==> src/rtl/io_bus_arbiter.sv <==
// Two-master round-robin bus arbiter with a burst cap, placed in front of io_ram_datapath.
// The granted master drives the datapath bus; load data is registered and returned to its issuer.
module io_bus_arbiter #(
    parameter int MAX_BURST = 8,
    parameter int CNT_W     = 4
) (
    input  logic        clk,
    input  logic        rst_n,
    input  logic        m0_req,
    input  logic [31:0] m0_addr,
    input  logic [31:0] m0_wd,
    input  logic        m0_we,
    input  logic [1:0]  m0_mem_ctrl,
    output logic        m0_gnt,
    output logic [31:0] m0_rd,
    output logic        m0_rvalid,
    input  logic        m1_req,
    input  logic [31:0] m1_addr,
    input  logic [31:0] m1_wd,
    input  logic        m1_we,
    input  logic [1:0]  m1_mem_ctrl,
    output logic        m1_gnt,
    output logic [31:0] m1_rd,
    output logic        m1_rvalid,
    output logic [31:0] bus_address,
    output logic [31:0] bus_wd,
    output logic        bus_we,
    output logic [1:0]  bus_mem_ctrl,
    input  logic [31:0] bus_rd
);

    typedef enum logic [1:0] {IDLE, OWN0, OWN1} state_t;

    localparam logic [CNT_W-1:0] CNT_MAX = CNT_W'(MAX_BURST - 1);

    state_t           state, state_nxt;
    logic [CNT_W-1:0] cnt, cnt_nxt;
    logic             last_owner, last_owner_nxt;
    logic             beat0, beat1;

    assign m0_gnt = (state == OWN0);
    assign m1_gnt = (state == OWN1);
    assign beat0  = m0_gnt & m0_req;
    assign beat1  = m1_gnt & m1_req;

    // NOTE: sequential state uses non-blocking assignments so every register
    // samples the pre-edge values; blocking here would create ordering races.
    always_ff @(posedge clk) begin
        if (!rst_n) begin
            state      <= IDLE;
            cnt        <= '0;
            last_owner <= 1'b1;
        end else begin
            state      <= state_nxt;
            cnt        <= cnt_nxt;
            last_owner <= last_owner_nxt;
        end
    end

    // NOTE: every combinational output gets a default first, so no path
    // through the case leaves a variable unassigned and infers a latch.
    always_comb begin
        state_nxt      = state;
        last_owner_nxt = last_owner;
        cnt_nxt        = cnt;
        unique case (state)
            IDLE: begin
                if (m0_req && m1_req) state_nxt = last_owner ? OWN0 : OWN1;
                else if (m0_req)      state_nxt = OWN0;
                else if (m1_req)      state_nxt = OWN1;
            end
            OWN0: begin
                if (!m0_req)                      state_nxt = m1_req ? OWN1 : IDLE;
                else if (m1_req && cnt == CNT_MAX) state_nxt = OWN1;
            end
            OWN1: begin
                if (!m1_req)                      state_nxt = m0_req ? OWN0 : IDLE;
                else if (m0_req && cnt == CNT_MAX) state_nxt = OWN0;
            end
            default: state_nxt = IDLE;
        endcase

        if (state == OWN0 && state_nxt != OWN0) last_owner_nxt = 1'b0;
        if (state == OWN1 && state_nxt != OWN1) last_owner_nxt = 1'b1;

        // Count beats of the current tenure; hold at the cap while the other side is quiet.
        if (state_nxt != state)                   cnt_nxt = '0;
        else if ((beat0 || beat1) && cnt != CNT_MAX) cnt_nxt = cnt + CNT_W'(1);
    end

    always_comb begin
        bus_address  = '0;
        bus_wd       = '0;
        bus_we       = 1'b0;
        bus_mem_ctrl = '0;
        unique case (state)
            OWN0: begin
                bus_address  = m0_addr;
                bus_wd       = m0_wd;
                bus_we       = m0_we & m0_req;
                bus_mem_ctrl = m0_mem_ctrl;
            end
            OWN1: begin
                bus_address  = m1_addr;
                bus_wd       = m1_wd;
                bus_we       = m1_we & m1_req;
                bus_mem_ctrl = m1_mem_ctrl;
            end
            default: ;
        endcase
    end

    // Load data is tagged by the beat's issuer, so a handover on the same edge cannot misroute it.
    always_ff @(posedge clk) begin
        if (!rst_n) begin
            m0_rd     <= '0;
            m0_rvalid <= 1'b0;
            m1_rd     <= '0;
            m1_rvalid <= 1'b0;
        end else begin
            m0_rvalid <= beat0 & ~m0_we;
            m1_rvalid <= beat1 & ~m1_we;
            if (beat0 && !m0_we) m0_rd <= bus_rd;
            if (beat1 && !m1_we) m1_rd <= bus_rd;
        end
    end

endmodule

==> config.mk <==
export PLATFORM = sky130hd
export DESIGN_NAME = io_bus_arbiter
export DESIGN_NICKNAME = d
export VERILOG_FILES = /design/src/rtl/io_bus_arbiter.sv
export SDC_FILE = /design/constraint.sdc
export NUM_CORES = 1
export LEC_CHECK = 0
export ABC_CLOCK_PERIOD_IN_PS = 2050
export CAP_MARGIN = 20
export CELL_PAD_IN_SITES_DETAIL_PLACEMENT = 1
export CELL_PAD_IN_SITES_GLOBAL_PLACEMENT = 1
export CORE_ASPECT_RATIO = 1.4
export CORE_MARGIN = 1.5
export CORE_UTILIZATION = 20
export DETAILED_ROUTE_END_ITERATION = 7
export PLACE_DENSITY = 0.81
export SYNTH_ARGS = -nofsm -noshare
export SYNTH_HDL_FRONTEND = slang
export SYNTH_SLANG_ARGS = --single-unit
==> constraint.sdc <==
create_clock -name clk -period 2.05 [get_ports clk]
set_clock_uncertainty 0.15 [all_clocks]
set_input_delay 0.41 -clock clk [delete_from_list [all_inputs] [get_ports clk]]
set_output_delay 0.41 -clock clk [all_outputs]
set_load 0.01 [all_outputs]
# [Word level (Yosys, flattened, before mapping)]
# Cells that the tools add are included.
[totals] wordCells=53 regBits=73
[classes] reduce_logical=14 muxes=15 n_addsub=1 n_eq_ne=7 bitwise_logic=9
[op_table] op="$pmux 32 s2" count=2
[op_table] op="$mux 2" count=9
[op_table] op="$logic_and 1x1->1" count=8
[op_table] op="$and 1x1->1" count=6
[op_table] op="$pmux 2 s3" count=1
[op_table] op="$add 4x1->4 const B" count=1
[op_table] op="$eq 4x3->1 const B" count=1
[op_table] op="$ne 4x3->1 const B" count=1
[op_table] op="$pmux 2 s2" count=1
[op_table] op="$reduce_or 2->1" count=2
[op_table] op="$not 1->1" count=3
[op_table] op="$eq 2x1->1 const B" count=1
[op_table] op="$eq 2x2->1 const B" count=1
[op_table] op="$logic_not 1->1" count=2
[op_table] op="$logic_not 2->1" count=1
[op_table] op="$ne 2x1->1 const B" count=1
[op_table] op="$ne 2x2->1" count=1
[op_table] op="$ne 2x2->1 const B" count=1
[op_table] op="$pmux 1 s2" count=1
[op_table] op="$logic_or 1x1->1" count=1
[op_table] op="$mux 1" count=1

# [Longest topological paths before layout]
[depth] word_depth=8 mapped_depth=9 ltp_nobuf=7

# [Least setup slack after synthesis]
# Ideal clock, no wire load.
[synth_path] kind="reg-to-output" from="reg state[1]" to="out bus_we" required_time_ns=1.490 setup_slack_ns=-0.370 arrival_time_ns=1.860 n_path_buf=3 stages_incl_launch_ff=8 path_cell_list="dfxtp_1 -> inv_1 -> ha_1 -> clkbuf_1 -> clkbuf_1 -> buf_1 -> nand3_1 -> a21boi_0"
[synth_via] elab_chain_len=2 word_cells_on_any_way=3
[synth_lines] element="start: declaration" line_no="36" rtl="state_t state, state_nxt;"
[synth_lines] element="start signal: assignment" line_no="54" rtl="state <= state_nxt;"
[synth_lines] element="$eq 2x1->1"
[synth_lines] element="net m0_gnt" line_no="14" rtl="output logic m0_gnt,"
[synth_lines] element="$pmux 1 s2" line_no="96" rtl="unique case (state)"
[synth_lines] element="end: declaration" line_no="27" rtl="output logic bus_we,"
# The timed path passes the listed nets, and every way through them passes these cells.

# [Final worst setup path]
[layout_path] from="reg state[1]" to="out bus_address[14]"
[layout_via] elab_chain_len=2 word_cells_on_any_way=3
[layout_lines] element="$eq 2x2->1 or $eq 2x1->1 (tied branches)" line_no="96"
[layout_lines] element="$pmux 32 s2 (*)" line_no="96"
[layout_lines] element="end: declaration" line_no="25" rtl="output logic [31:0] bus_address,"
# Mark *: on every way between the ends. The rest lies on a longest branch, timed or not.

==> out/qor.txt <==
CTS buffer count = 9
WP depth = 6
synth top area cells = dfxtp_1 36%, a22oi_1 13%, nand2_1 13%
relative slew slack = 0.727
Syn Nets = 691
GRT Overall Usage = 0.187
Max Fanout on Critical Path = 9
number of I/O pins = 305
Root Driver = clkbuf_16
die area = 20900 sq um
r2r startpoint = state[0]
worst vdd ir = 0.469 mV
Critical Path Start = state[1]
Slew Viols, Final = 0
Period Utilization, post-route = 1.10
status = complete, but fails checks
antenna-violating nets left = 0
FF+latch count, synth = 73
Seq/Total Area, Yosys = 0.364
CP Launch Type = register
via/cell ratio = 4.72
clock tree sinks = 73
Avg Inst Size Synth = 7.78 sq um
Vias = 5304
placed cell count = 1061
cell leakage power = 3.27 nW
dpl hpwl = 14600 microns
PD cells = 615 nW/um^2
Critical R2R Capture = cnt[2]
Cells after Synth = 516
Pre-Repair DR Iteration Count = 4
number of global-route vias before repair = 5316
Die W = 123 microns
H-tree depth = 3
Routed Wire Length = 23000 microns
detailed-route DRC error count = 0
Critical Path AT = 1.70 ns
first-pass GRT wire length = 29800 microns
Hold Path Class = reg2reg
Die Span Y = 171 microns
fin nets = 1037
R2R Setup Slk = -0.04 ns
Starting Density = 0.203
design area = 9080 sq um
largest net degree at the start of global routing = 70
setup violators final = 68
Non-Filler Instances = 1123
WP buf/inv = 4
commonest non-fill, non-tap cell in the layout = clkdlybuf4s50_1
fmax = 0.442 GHz
post-layout minimum cycle time = 2.26 ns
FF-to-FF path depth = 8
dominant cell type by area after synthesis = dfxtp_1
unrepaired setup endpoints after global routing = true
CP max-delay cell = dfxtp_4
CP Capture Type = output port
yosys warns = 0
# Max-Cap Violations = 0
drt wl/cell = 20.5 microns
Cell Area, Placed = 7610 sq um
Max Buffers Root-to-Sink = 2
core footprint = 19800 sq um
Max stage delay on crit path = 0.38 ns
CP delay by family, top = buffers and inverters
Post-CTS Hold Fix Bufs = 0
Clk pin slew, worst setup/hold paths = 0.06 ns
last element of the critical path = bus_address[14]
WP data required = 1.49 ns
Area Overhead vs Synth = 126%
post-synth top area share = 0.364
PnR worst setup slack = -0.214 ns
CP Class = reg2out
Cell variety after synth = 39
Netlist Area Pre-Place = 4020 sq um
final core occ = 0.459
GPL Wtd Cong = 0.850
worst slew pin tran = 0.409 ns
I/O Buffers = 304
number of DRC markers in iteration 0 = 106
most frequent cells in the layout = 232 x clkdlybuf4s50_1, 132 x nand2_1, 71 x dfxtp_1
violated checks = negative setup slack
fraction of layout cells with a size suffix above 1 = 0.330
clk_lat worst skew = 0.32 ns
Rows = 61
grt ovf = 0
Fin. Hold Viols = 0
TritonCTS clock tree = built
crit-path cells = inv_4 -> ha_4 -> buf_12 -> clkbuf_16 -> nor2b_1 -> buf_2
initial antenna violation count = 5
[area by class of cell]
type,count,area [sq um]
multi-input combinational,392,2950
fill,2226,10700
clock buffer,11,243
timing repair buffer,381,3990
tap,252,315
antenna,4,10.0
inverter,5,23.8
sequential,73,1470
clock inverter,5,78.8
[sequential cells by signal, indices dropped and copies added, names as in the netlist]
name and flops:
m0_rd 32, m1_rd 32, cnt 4, state 2, last_owner 1, m0_rvalid 1, m1_rvalid 1
[where the power goes]
group	switching, mW	internal, mW	total (mW)
Sequential	0.0295	1.46	1.49
Combinational	0.985	1.41	2.40
Clock	0.601	1.10	1.70
Total	1.62	3.97	5.59
[synth_stat cells, drive strengths merged]
| master | count |
|---|---|
| or3 | 1 |
| o211ai | 1 |
| a21oi | 7 |
| ha | 5 |
| or2b | 1 |
| inv | 5 |
| a21o | 1 |
| dfxtp | 73 |
| nand2 | 134 |
| mux2 | 1 |
| o21bai | 1 |
| nor2 | 5 |
| clkbuf | 40 |
| and4b | 2 |
| nor4 | 1 |
| o2111ai | 1 |
| o21ai | 4 |
| a31oi | 2 |
| and2 | 4 |
| o211a | 1 |
| a21boi | 66 |
| buf | 6 |
| a211oi | 2 |
| a21bo | 1 |
| mux2i | 1 |
| a22oi | 67 |
| nor2b | 66 |
| or2 | 2 |
| a2bb2oi | 2 |
| nand4 | 3 |
| or4 | 1 |
| nand3 | 4 |
| nor3b | 1 |
| and3b | 3 |
| xnor2 | 1 |
[through the flow]
stage	power, mW	hold WS, ns	setup slack (ns)	TNS, ns
floorplan	2.19	0.318	-0.0222	-1.12
global placement	3.07	0.298	-0.472	-31.41
detailed placement	3.09	0.306	-0.521	-35.89
CTS	5.28	0.312	-0.245	-11.77
global route	5.80	0.333	-0.293	-14.38
finish	5.59	0.299	-0.214	-10.19
[kinds of logic (layout without fill, tap and decap cells)]
group,Yosys count,after routing,share of synthesized area
AND/OR/NAND/NOR,228,228,0.275
other,0,4,0
buffers and inverters,51,402,0.0499
XOR/XNOR,1,1,0.00218
multiplexers,2,2,0.00623
adder cells (fa/ha/maj),5,5,0.0156
AO/OA/AOI/OAI,156,156,0.288
flip-flops,73,73,0.364
[worst reg2reg max path, stage by stage (launching register included)]
cell and delay, ns:
dfxtp_4 0.36, inv_4 0.08, ha_4 0.22, buf_12 0.21
nand2_4 0.09, a21oi_4 0.14, a211oi_1 0.07, or4_4 0.54
nor3b_2 0.17
[per-layer routing]
| metal | share of wire | up-vias | wire length [microns] | GRT usage |
|---|---|---|---|---|
| li1 | - | 2475 | - | - |
| met1 | 0.35 | 2532 | 8080 | 0.194 |
| met2 | 0.52 | 253 | 12000 | 0.345 |
| met3 | 0.096 | 42 | 2210 | 0.0673 |
| met4 | 0.031 | 2 | 707 | 0.0571 |
| met5 | 0.00056 | - | 13 | 0 |
[timing repair]
| item | 4_1_cts | 5_1_grt |
|---|---|---|
| gates resized for setup | 370 | 94 |
| pin swaps | 25 | 15 |
| setup endpoints to repair | 109 | 127 |
| setup buffers | 16 | 7 |
| cloned | 9 | 13 |
[how the worst min path moves through the flow]
stage,endpoint,cells past startpoint,from
finish,m1_rd[17],2,m1_rd[17]
global route,m1_rd[14],2,m1_rd[14]
CTS,m1_rd[31],2,m1_rd[31]
detailed placement,m1_rd[17],2,m1_rd[17]
global placement,m0_rd[11],2,m0_rd[11]
floorplan,cnt[3],2,cnt[3]
No activity file was read; power rests on OpenSTA's default activity.
